**src/rtl/demux1x4_buf_pkg.sv**
```systemverilog
// demux1x4_buf_pkg: shared constants and helpers for the 1-to-4 buffered demux.
//   DEFAULT_DATA_W / DEFAULT_CNT_W : default word and statistics-counter widths
//   SEL_W, NUM_OUT                 : select width and number of destinations
//   OUT_0..OUT_3                   : named destination indices
//   sel_onehot()                   : select index to one-hot destination mask
package demux1x4_buf_pkg;

  localparam int DEFAULT_DATA_W = 48;
  localparam int DEFAULT_CNT_W  = 16;
  localparam int SEL_W          = 2;
  localparam int NUM_OUT        = 4;

  typedef logic [SEL_W-1:0] sel_t;

  localparam sel_t OUT_0 = 2'd0;
  localparam sel_t OUT_1 = 2'd1;
  localparam sel_t OUT_2 = 2'd2;
  localparam sel_t OUT_3 = 2'd3;

  // Decode a destination index into a one-hot slot mask.
  function automatic logic [NUM_OUT-1:0] sel_onehot(input sel_t sel);
    logic [NUM_OUT-1:0] mask;
    case (sel)
      OUT_0:   mask = 4'b0001;
      OUT_1:   mask = 4'b0010;
      OUT_2:   mask = 4'b0100;
      OUT_3:   mask = 4'b1000;
      default: mask = 4'b0000;
    endcase
    return mask;
  endfunction

endpackage

```
**src/rtl/demux1x4_buf_if.sv**
```systemverilog
// demux1x4_buf_if: source-side and consumer-side handshake bundle.
//   in_data/in_select/in_valid -> source word, destination, presence
//   in_ready                   <- word accepted when in_valid is also high
//   outN_data/outN_valid       <- buffered word per destination
//   outN_ready                 -> consumer N takes the word
// Modports: master = source plus consumers, slave = the demux.
interface demux1x4_buf_if
  import demux1x4_buf_pkg::*;
#(
  parameter int DATA_W = DEFAULT_DATA_W
);

  logic [0:DATA_W-1] in_data;
  sel_t              in_select;
  logic              in_valid;
  logic              in_ready;

  logic [0:DATA_W-1] out0_data;
  logic [0:DATA_W-1] out1_data;
  logic [0:DATA_W-1] out2_data;
  logic [0:DATA_W-1] out3_data;
  logic              out0_valid;
  logic              out1_valid;
  logic              out2_valid;
  logic              out3_valid;
  logic              out0_ready;
  logic              out1_ready;
  logic              out2_ready;
  logic              out3_ready;

  modport master (
    output in_data, in_select, in_valid,
    input  in_ready,
    input  out0_data, out1_data, out2_data, out3_data,
    input  out0_valid, out1_valid, out2_valid, out3_valid,
    output out0_ready, out1_ready, out2_ready, out3_ready
  );

  modport slave (
    input  in_data, in_select, in_valid,
    output in_ready,
    output out0_data, out1_data, out2_data, out3_data,
    output out0_valid, out1_valid, out2_valid, out3_valid,
    input  out0_ready, out1_ready, out2_ready, out3_ready
  );

endinterface

```
**src/rtl/demux1x4_buf_slot.sv**
```systemverilog
// demux_slot: one-entry holding buffer for a single demux destination.
//   clk, reset  : clock, synchronous active-high reset
//   load        : store load_data this cycle
//   load_data   : word to store
//   ready       : consumer takes the held word
//   full, data  : registered buffer state (full doubles as the valid flag)
//   cnt         : drain counter, saturating (only with DEMUX1X4_STATS_EN)
module demux_slot
  import demux1x4_buf_pkg::*;
#(
  parameter int DATA_W = DEFAULT_DATA_W,
  parameter int CNT_W  = DEFAULT_CNT_W
) (
  input  logic              clk,
  input  logic              reset,
  input  logic              load,
  input  logic [0:DATA_W-1] load_data,
  input  logic              ready,
  output logic              full,
  output logic [0:DATA_W-1] data
`ifdef DEMUX1X4_STATS_EN
  ,
  output logic [CNT_W-1:0]  cnt
`endif
);

  logic              full_r;
  logic [0:DATA_W-1] data_r;
  logic              drain_s;

  assign drain_s = full_r & ready;

  // Buffer state: a load wins over a same-cycle drain, so the slot stays full
  // and sustains one word per cycle; data only moves on a load.
  always_ff @(posedge clk) begin
    if (reset) begin
      full_r <= 1'b0;
      data_r <= '0;
    end else begin
      full_r <= load | (full_r & ~ready);
      if (load) begin
        data_r <= load_data;
      end
    end
  end

  assign full = full_r;
  assign data = data_r;

`ifdef DEMUX1X4_STATS_EN
  logic [CNT_W-1:0] cnt_r;

  // Drain counter: holds at all-ones instead of wrapping.
  always_ff @(posedge clk) begin
    if (reset) begin
      cnt_r <= '0;
    end else if (drain_s && (cnt_r != {CNT_W{1'b1}})) begin
      cnt_r <= cnt_r + CNT_W'(1);
    end
  end

  assign cnt = cnt_r;
`else
  logic unused_drain_s;
  assign unused_drain_s = drain_s;
`endif

endmodule

```
**src/rtl/demux1x4_buf.sv**
```systemverilog
// demux1x4_buf: registered 1-to-4 demultiplexer with a one-entry buffer per
// destination, so a stalled consumer never blocks the other three.
//   clk, reset   : clock, synchronous active-high reset
//   bus (slave)  : source handshake in_*, consumer handshakes outN_*
//   cnt0..cnt3   : per-destination drain counters, present only when the
//                  macro DEMUX1X4_STATS_EN is defined
// in_ready is combinational on in_select and the selected slot only; it does
// not look at in_valid.
module demux1x4_buf
  import demux1x4_buf_pkg::*;
#(
  parameter int DATA_W = DEFAULT_DATA_W,
  parameter int CNT_W  = DEFAULT_CNT_W
) (
  input  logic             clk,
  input  logic             reset,
  demux1x4_buf_if.slave    bus
`ifdef DEMUX1X4_STATS_EN
  ,
  output logic [CNT_W-1:0] cnt0,
  output logic [CNT_W-1:0] cnt1,
  output logic [CNT_W-1:0] cnt2,
  output logic [CNT_W-1:0] cnt3
`endif
);

  logic [NUM_OUT-1:0] full_s;
  logic [NUM_OUT-1:0] ready_s;
  logic [NUM_OUT-1:0] load_s;
  logic [0:DATA_W-1]  data_s [NUM_OUT];
  logic               in_ready_s;
  logic               accept_s;

  assign ready_s = {bus.out3_ready, bus.out2_ready, bus.out1_ready, bus.out0_ready};

  // Selected slot can take a word if it is empty or being drained this cycle.
  always_comb begin
    in_ready_s = 1'b0;
    case (bus.in_select)
      OUT_0:   in_ready_s = ~full_s[0] | ready_s[0];
      OUT_1:   in_ready_s = ~full_s[1] | ready_s[1];
      OUT_2:   in_ready_s = ~full_s[2] | ready_s[2];
      OUT_3:   in_ready_s = ~full_s[3] | ready_s[3];
      default: in_ready_s = 1'b0;
    endcase
  end

  assign accept_s     = bus.in_valid & in_ready_s;
  assign load_s       = sel_onehot(bus.in_select) & {NUM_OUT{accept_s}};
  assign bus.in_ready = in_ready_s;

`ifdef DEMUX1X4_STATS_EN
  logic [CNT_W-1:0] cnt_s [NUM_OUT];
  assign cnt0 = cnt_s[0];
  assign cnt1 = cnt_s[1];
  assign cnt2 = cnt_s[2];
  assign cnt3 = cnt_s[3];
`endif

  for (genvar g = 0; g < NUM_OUT; g++) begin : g_slot
    demux_slot #(
      .DATA_W (DATA_W),
      .CNT_W  (CNT_W)
    ) u_slot (
      .clk       (clk),
      .reset     (reset),
      .load      (load_s[g]),
      .load_data (bus.in_data),
      .ready     (ready_s[g]),
      .full      (full_s[g]),
      .data      (data_s[g])
`ifdef DEMUX1X4_STATS_EN
      ,
      .cnt       (cnt_s[g])
`endif
    );
  end

  assign bus.out0_valid = full_s[0];
  assign bus.out1_valid = full_s[1];
  assign bus.out2_valid = full_s[2];
  assign bus.out3_valid = full_s[3];
  assign bus.out0_data  = data_s[0];
  assign bus.out1_data  = data_s[1];
  assign bus.out2_data  = data_s[2];
  assign bus.out3_data  = data_s[3];

endmodule

```
**src/flat_wrapper.sv**
```systemverilog
// flat-port wrapper written by rule: the top's interface ports become plain ports
module demux1x4_buf_flat import demux1x4_buf_pkg::*;
#(
  parameter int DATA_W = DEFAULT_DATA_W,
  parameter int CNT_W  = DEFAULT_CNT_W
)
  (clk, reset, bus_in_data, bus_in_select, bus_in_valid, bus_in_ready, bus_out0_data, bus_out1_data, bus_out2_data, bus_out3_data, bus_out0_valid, bus_out1_valid, bus_out2_valid, bus_out3_valid, bus_out0_ready, bus_out1_ready, bus_out2_ready, bus_out3_ready);
  demux1x4_buf_if #(.DATA_W(DATA_W)) bus_i ();
  input  logic clk;
  input  logic reset;
  input wire logic [$bits(bus_i.in_data)-1:0] bus_in_data;
  input wire logic [$bits(bus_i.in_select)-1:0] bus_in_select;
  input wire logic [$bits(bus_i.in_valid)-1:0] bus_in_valid;
  output wire logic [$bits(bus_i.in_ready)-1:0] bus_in_ready;
  output wire logic [$bits(bus_i.out0_data)-1:0] bus_out0_data;
  output wire logic [$bits(bus_i.out1_data)-1:0] bus_out1_data;
  output wire logic [$bits(bus_i.out2_data)-1:0] bus_out2_data;
  output wire logic [$bits(bus_i.out3_data)-1:0] bus_out3_data;
  output wire logic [$bits(bus_i.out0_valid)-1:0] bus_out0_valid;
  output wire logic [$bits(bus_i.out1_valid)-1:0] bus_out1_valid;
  output wire logic [$bits(bus_i.out2_valid)-1:0] bus_out2_valid;
  output wire logic [$bits(bus_i.out3_valid)-1:0] bus_out3_valid;
  input wire logic [$bits(bus_i.out0_ready)-1:0] bus_out0_ready;
  input wire logic [$bits(bus_i.out1_ready)-1:0] bus_out1_ready;
  input wire logic [$bits(bus_i.out2_ready)-1:0] bus_out2_ready;
  input wire logic [$bits(bus_i.out3_ready)-1:0] bus_out3_ready;
  assign bus_i.in_data = bus_in_data;
  assign bus_i.in_select = bus_in_select;
  assign bus_i.in_valid = bus_in_valid;
  assign bus_in_ready = bus_i.in_ready;
  assign bus_out0_data = bus_i.out0_data;
  assign bus_out1_data = bus_i.out1_data;
  assign bus_out2_data = bus_i.out2_data;
  assign bus_out3_data = bus_i.out3_data;
  assign bus_out0_valid = bus_i.out0_valid;
  assign bus_out1_valid = bus_i.out1_valid;
  assign bus_out2_valid = bus_i.out2_valid;
  assign bus_out3_valid = bus_i.out3_valid;
  assign bus_i.out0_ready = bus_out0_ready;
  assign bus_i.out1_ready = bus_out1_ready;
  assign bus_i.out2_ready = bus_out2_ready;
  assign bus_i.out3_ready = bus_out3_ready;
  demux1x4_buf #(.DATA_W(DATA_W), .CNT_W(CNT_W)) u_core (.clk(clk), .reset(reset), .bus(bus_i));
endmodule
```
**config.mk**
```make
export PLATFORM = sky130hd
export DESIGN_NAME = demux1x4_buf_flat
export DESIGN_NICKNAME = d
export VERILOG_FILES = /design/src/rtl/demux1x4_buf_pkg.sv /design/src/rtl/demux1x4_buf_if.sv /design/src/rtl/demux1x4_buf_slot.sv /design/src/rtl/demux1x4_buf.sv /design/src/flat_wrapper.sv
export SDC_FILE = /design/constraint.sdc
export NUM_CORES = 1
export LEC_CHECK = 0
export CAP_MARGIN = 20
export CORE_AREA = 4 4 125 127
export CTS_BUF_LIST = sky130_fd_sc_hd__clkbuf_8
export CTS_CLUSTER_SIZE = 30
export DETAILED_ROUTE_END_ITERATION = 7
export DIE_AREA = 0 0 129 131
export GPL_TIMING_DRIVEN = 0
export PLACE_DENSITY = 0.86
export SYNTH_ARGS = -nofsm -noshare
export SYNTH_HDL_FRONTEND = slang
export SYNTH_HIERARCHICAL = 1
export SYNTH_SLANG_ARGS = --single-unit
```
**constraint.sdc**
```tcl
create_clock -name clk -period 3.1 [get_ports clk]
set_input_delay 0.62 -clock clk [delete_from_list [all_inputs] [get_ports clk]]
set_output_delay 0.62 -clock clk [all_outputs]
set_load 0.01 [all_outputs]
```
==> flow_results.org, run 1 <==
** Route
- Via density per instance :: 4.93
- Post-route DRC violation count :: 0
- The routed design has 20000 um of wire.
- Detail-routed net length per standard cell :: 17.9 um
- Iteration count of the initial detailed-routing pass :: 4
- After the first detailed-routing iteration, the DRC count stood at 249.
- The routed layout has 5481 vias.
- Antenna Violating Nets Remaining :: 0

** Synthesis
- The cell count after synthesis came out at 645.
- A synthesized cell averages 11.0 um2.
- Predominant post-synthesis flop cell :: sky130_fd_sc_hd__dfxtp_1
- The synthesized design contains 196 register bits.
- By area the synthesized netlist is led by sky130_fd_sc_hd__dfxtp_1 55%, sky130_fd_sc_hd__mux2i_1 27%, sky130_fd_sc_hd__nor2_1 10%.
- Unique cell type count in the Yosys netlist :: 17
- Synthesized Nets :: 702
- Post-synth EDFFs :: 0
- Fraction of the yosys area taken by sequential cells :: 0.554
- Fraction of synthesized cell area taken by the top area cell type :: 0.554
- The most common cell in the synthesized netlist is sky130_fd_sc_hd__dfxtp_1.
- In the synthesized netlist, the cells that appear most often are 196 x sky130_fd_sc_hd__dfxtp_1, 192 x sky130_fd_sc_hd__mux2i_1, 192 x sky130_fd_sc_hd__nor2_1.
- Yosys printed 6 warnings.
- After synthesis the cells add up to 7090 um2.
- For this run, asynchronously set or reset flops after synthesis account for 0.
- The biggest area contributor in the post-synthesis netlist is sky130_fd_sc_hd__dfxtp_1.

** Placement
- Final RePlAce weighted congestion :: 0.810
- Port buffering added 252 buffers.
- Count of placed standard cells including taps :: 1081
- DP Wirelength :: 14500 um
- Post-Place Worst Slack :: 253 ps

** Clock tree
- CTS sink count :: 196
- Clock tree from TritonCTS :: done
- In this run the number of H-tree levels came out at 4.
- Clock latency reported for the late side of the worst-skew pair :: 440 ps
- After clock tree synthesis, the clock-pin slew on the worst setup and hold paths is 90 ps.
- The number of gates resized after CTS was 0.
- The tree is rooted in a sky130_fd_sc_hd__clkbuf_8.
- Buffers added to address setup during post-CTS repair amount to 0.
- Number of buffers between clock root and the deepest sink :: 2
- Number of hold-repair buffers added at the cts stage :: 0
- TritonCTS created 17 clock buffers.

** Floorplanning
- 254 I/O pins were placed.
- Effective utilization at floorplan :: 0.491
- The die covers 16900 um2.
- The floorplan step set the die height to 131 um.
- The die is 129 um wide.
- In this run the core area contains 44 standard-cell rows.
- The floorplan step defined a core boundary enclosing 14400 um2.

** Critical path
- Worst path top cell family by delay :: buffers and inverters
- Most used cell along the critical path :: sky130_fd_sc_hd__clkdlybuf4s50_1
- Among all stages on the critical path, the largest delay is contributed by sky130_fd_sc_hd__clkdlybuf4s50_1.
- Buf/Inv on CP :: 2
- Critical path data required time :: 2480 ps
- Ordered list of cells on the worst path :: clkdlybuf4s50_1 -> mux4_2 -> clkdlybuf4s50_1
- The worst setup path is captured at an output pin.
- In this design, the stage delay of the slowest critical-path cell is 550 ps.
- Crit Path Category :: input port to output pin
- Arrival time of the worst setup path :: 2230 ps
- Of all nets on the critical path, the largest fanout is 5.
- The worst setup path is launched from an input port.

** Timing
- Setup repair after global routing left no endpoint under its margin.
- Sum of negative setup slack :: 0 ps
- Setup violations remaining at the end of the flow were counted as 0.
- The hold violation total from the final report came to 0.
- Worst slew margin relative to its limit :: 0.610
- The clock arrives with 6.61 ps of skew.
- Timing would allow up to 351 MHz.
- At the pin with the least slew margin, the transition time is 585 ps.
- Setup slack closes at 252 ps.
- Final period demand of the worst path :: 2850 ps
- The count of final max-slew check failures was 0.
- Tcrit/Tclk final :: 0.919
- Worst hold margin :: 495 ps

** Layout
- In the final design database the tool counted 973 nets.
- Of the cells placed in the final design, the portion with a size suffix greater than 1 is 0.0690.
- The number of antenna diodes in the final layout is 0.
- Layout Cells excl Fill :: 1112
- Area overhead of the layout relative to synthesis :: 44.8%

** Power and ir drop
- Final Power :: 0.00498 W
- Maximum VDD drop :: 0.402 mV
- For this design the static power due to leakage is 3.74 nW.
- Power spread over the standard cell area amounts to 485 nW/um2.

** Global routing
- The first global-routing pass estimated 30600 um of wire.
- The number of antenna violations at the first check in global routing is 1.
- Total congestion overflow after global routing :: 0
- For this run, the total global-route usage over all layers was measured as 0.235.
- Vias in the first global route :: 5482
- Pin count of the biggest net entering global routing :: 17

** Run status
- The run finished with clean final reports.

** Worst hold path
- Hold Crit Class :: input port to flip-flop

** Job
- Across the run, the number of max-cap violations was 0.
==> worst register-to-register path, stage by stage, from the launching register on <==
cell and delay [ps]:
sky130_fd_sc_hd__dfxtp_1 330, sky130_fd_sc_hd__nand2b_1 90, sky130_fd_sc_hd__nor4bb_1 280, sky130_fd_sc_hd__buf_6 180
sky130_fd_sc_hd__buf_8 160, sky130_fd_sc_hd__buf_12 170, sky130_fd_sc_hd__mux2i_1 220, sky130_fd_sc_hd__nor2_1 70
==> path summary, 6_finish.rpt <==
check | from | end | slack, ps | cells past startpoint
max | bus_in_select[1] | bus_in_ready | 250 | 3
min | reset | u_core/g_slot[0].u_slot/data[44]$_SDFFE_PP0P_ | 500 | 2
max reg2reg | u_core/g_slot[0].u_slot/full$_SDFF_PP0_ | u_core/g_slot[0].u_slot/data[11]$_SDFFE_PP0P_ | 1490 | 7
min reg2reg | u_core/g_slot[0].u_slot/full$_SDFF_PP0_ | u_core/g_slot[0].u_slot/full$_SDFF_PP0_ | 500 | 2
==> cell usage in the layout, fill, tap and decap left out <==
master	netlist	routed
sky130_fd_sc_hd__clkdlybuf4s50_1	0	252
sky130_fd_sc_hd__buf_12	4	4
sky130_fd_sc_hd__buf_8	4	4
sky130_fd_sc_hd__clkinvlp_4	0	2
sky130_fd_sc_hd__buf_2	8	8
sky130_fd_sc_hd__clkinv_4	0	1
sky130_fd_sc_hd__a21oi_1	4	4
sky130_fd_sc_hd__dfxtp_1	196	196
sky130_fd_sc_hd__and4_1	1	1
sky130_fd_sc_hd__and4b_1	2	2
sky130_fd_sc_hd__clkbuf_1	12	12
sky130_fd_sc_hd__clkbuf_8	0	21
sky130_fd_sc_hd__nor2_1	192	192
sky130_fd_sc_hd__inv_1	4	6
sky130_fd_sc_hd__nand2b_4	2	2
sky130_fd_sc_hd__mux4_2	1	1
sky130_fd_sc_hd__nand2b_1	6	6
sky130_fd_sc_hd__bufinv_16	0	3
sky130_fd_sc_hd__nor4bb_1	1	1
sky130_fd_sc_hd__buf_4	12	12
sky130_fd_sc_hd__buf_6	4	4
sky130_fd_sc_hd__clkinv_2	0	2
sky130_fd_sc_hd__mux2i_1	192	192
==> per-layer routing <==
layer  vias to the layer above  part of all wire  wire length [um]  global-route usage
met1                      2612              0.41              8280               0.285
met2                       179              0.50              9890               0.397
met3                        20             0.076              1520              0.0797
met5                         -           0.00060                12                   0
li1                       2668                 -                 -                   -
met4                         2             0.013               255              0.0723
==> logic make-up after synthesis <==
family                 share of synthesized area
AO/OA/AOI/OAI                            0.00282
buffers and inverters                     0.0530
flip-flops                                 0.554
multiplexers                               0.274
AND/OR/NAND/NOR                            0.116
==> through the flow <==
| stage | utilization | area, um2 |
|---|---|---|
| 2_1_floorplan | - | 7090 |
| 3_3_place_gp | 0.682 | 9840 |
| 3_5_place_dp | 0.682 | 9840 |
| 4_1_cts | 0.711 | 10300 |
| 5_1_grt | 0.711 | 10300 |
| 6_report | 0.711 | 10300 |
==> cell type report <==
class                      count  area [um2]
sequential                   196        3920
multi-input combinational    401        2790
fill                        1109        4160
timing repair buffer         252        2520
tap                          184         230
inverter                       4        15.0
buffer                        44         360
clock buffer                  21         289
clock inverter                10         131
==> state kept, by name, indices dropped and copies added, names as in the netlist <==
signal                     cells
u_core/g_slot.u_slot/full      4
u_core/g_slot.u_slot/data    192
==> power breakdown <==
group | switching [W] | internal (W) | total (W)
clock network | 0.000828 | 0.000873 | 0.00170
logic | 0.000296 | 0.000336 | 0.000632
registers | 0.0000447 | 0.00260 | 0.00265
total | 0.00117 | 0.00381 | 0.00498
(Power assumes the default switching activity.)
==> run 2, diff against run 1 <==
--- a/config.mk
+++ b/config.mk
@@ -5,6 +5,7 @@
 export SDC_FILE = /design/constraint.sdc
 export NUM_CORES = 1
 export LEC_CHECK = 0
+export ABC_CLOCK_PERIOD_IN_PS = 3100
 export CAP_MARGIN = 20
 export CORE_AREA = 4 4 125 127
 export CTS_BUF_LIST = sky130_fd_sc_hd__clkbuf_8
==> results of run 2 <==
The final DEF is identical to that of run 1; final timing and power are the same.
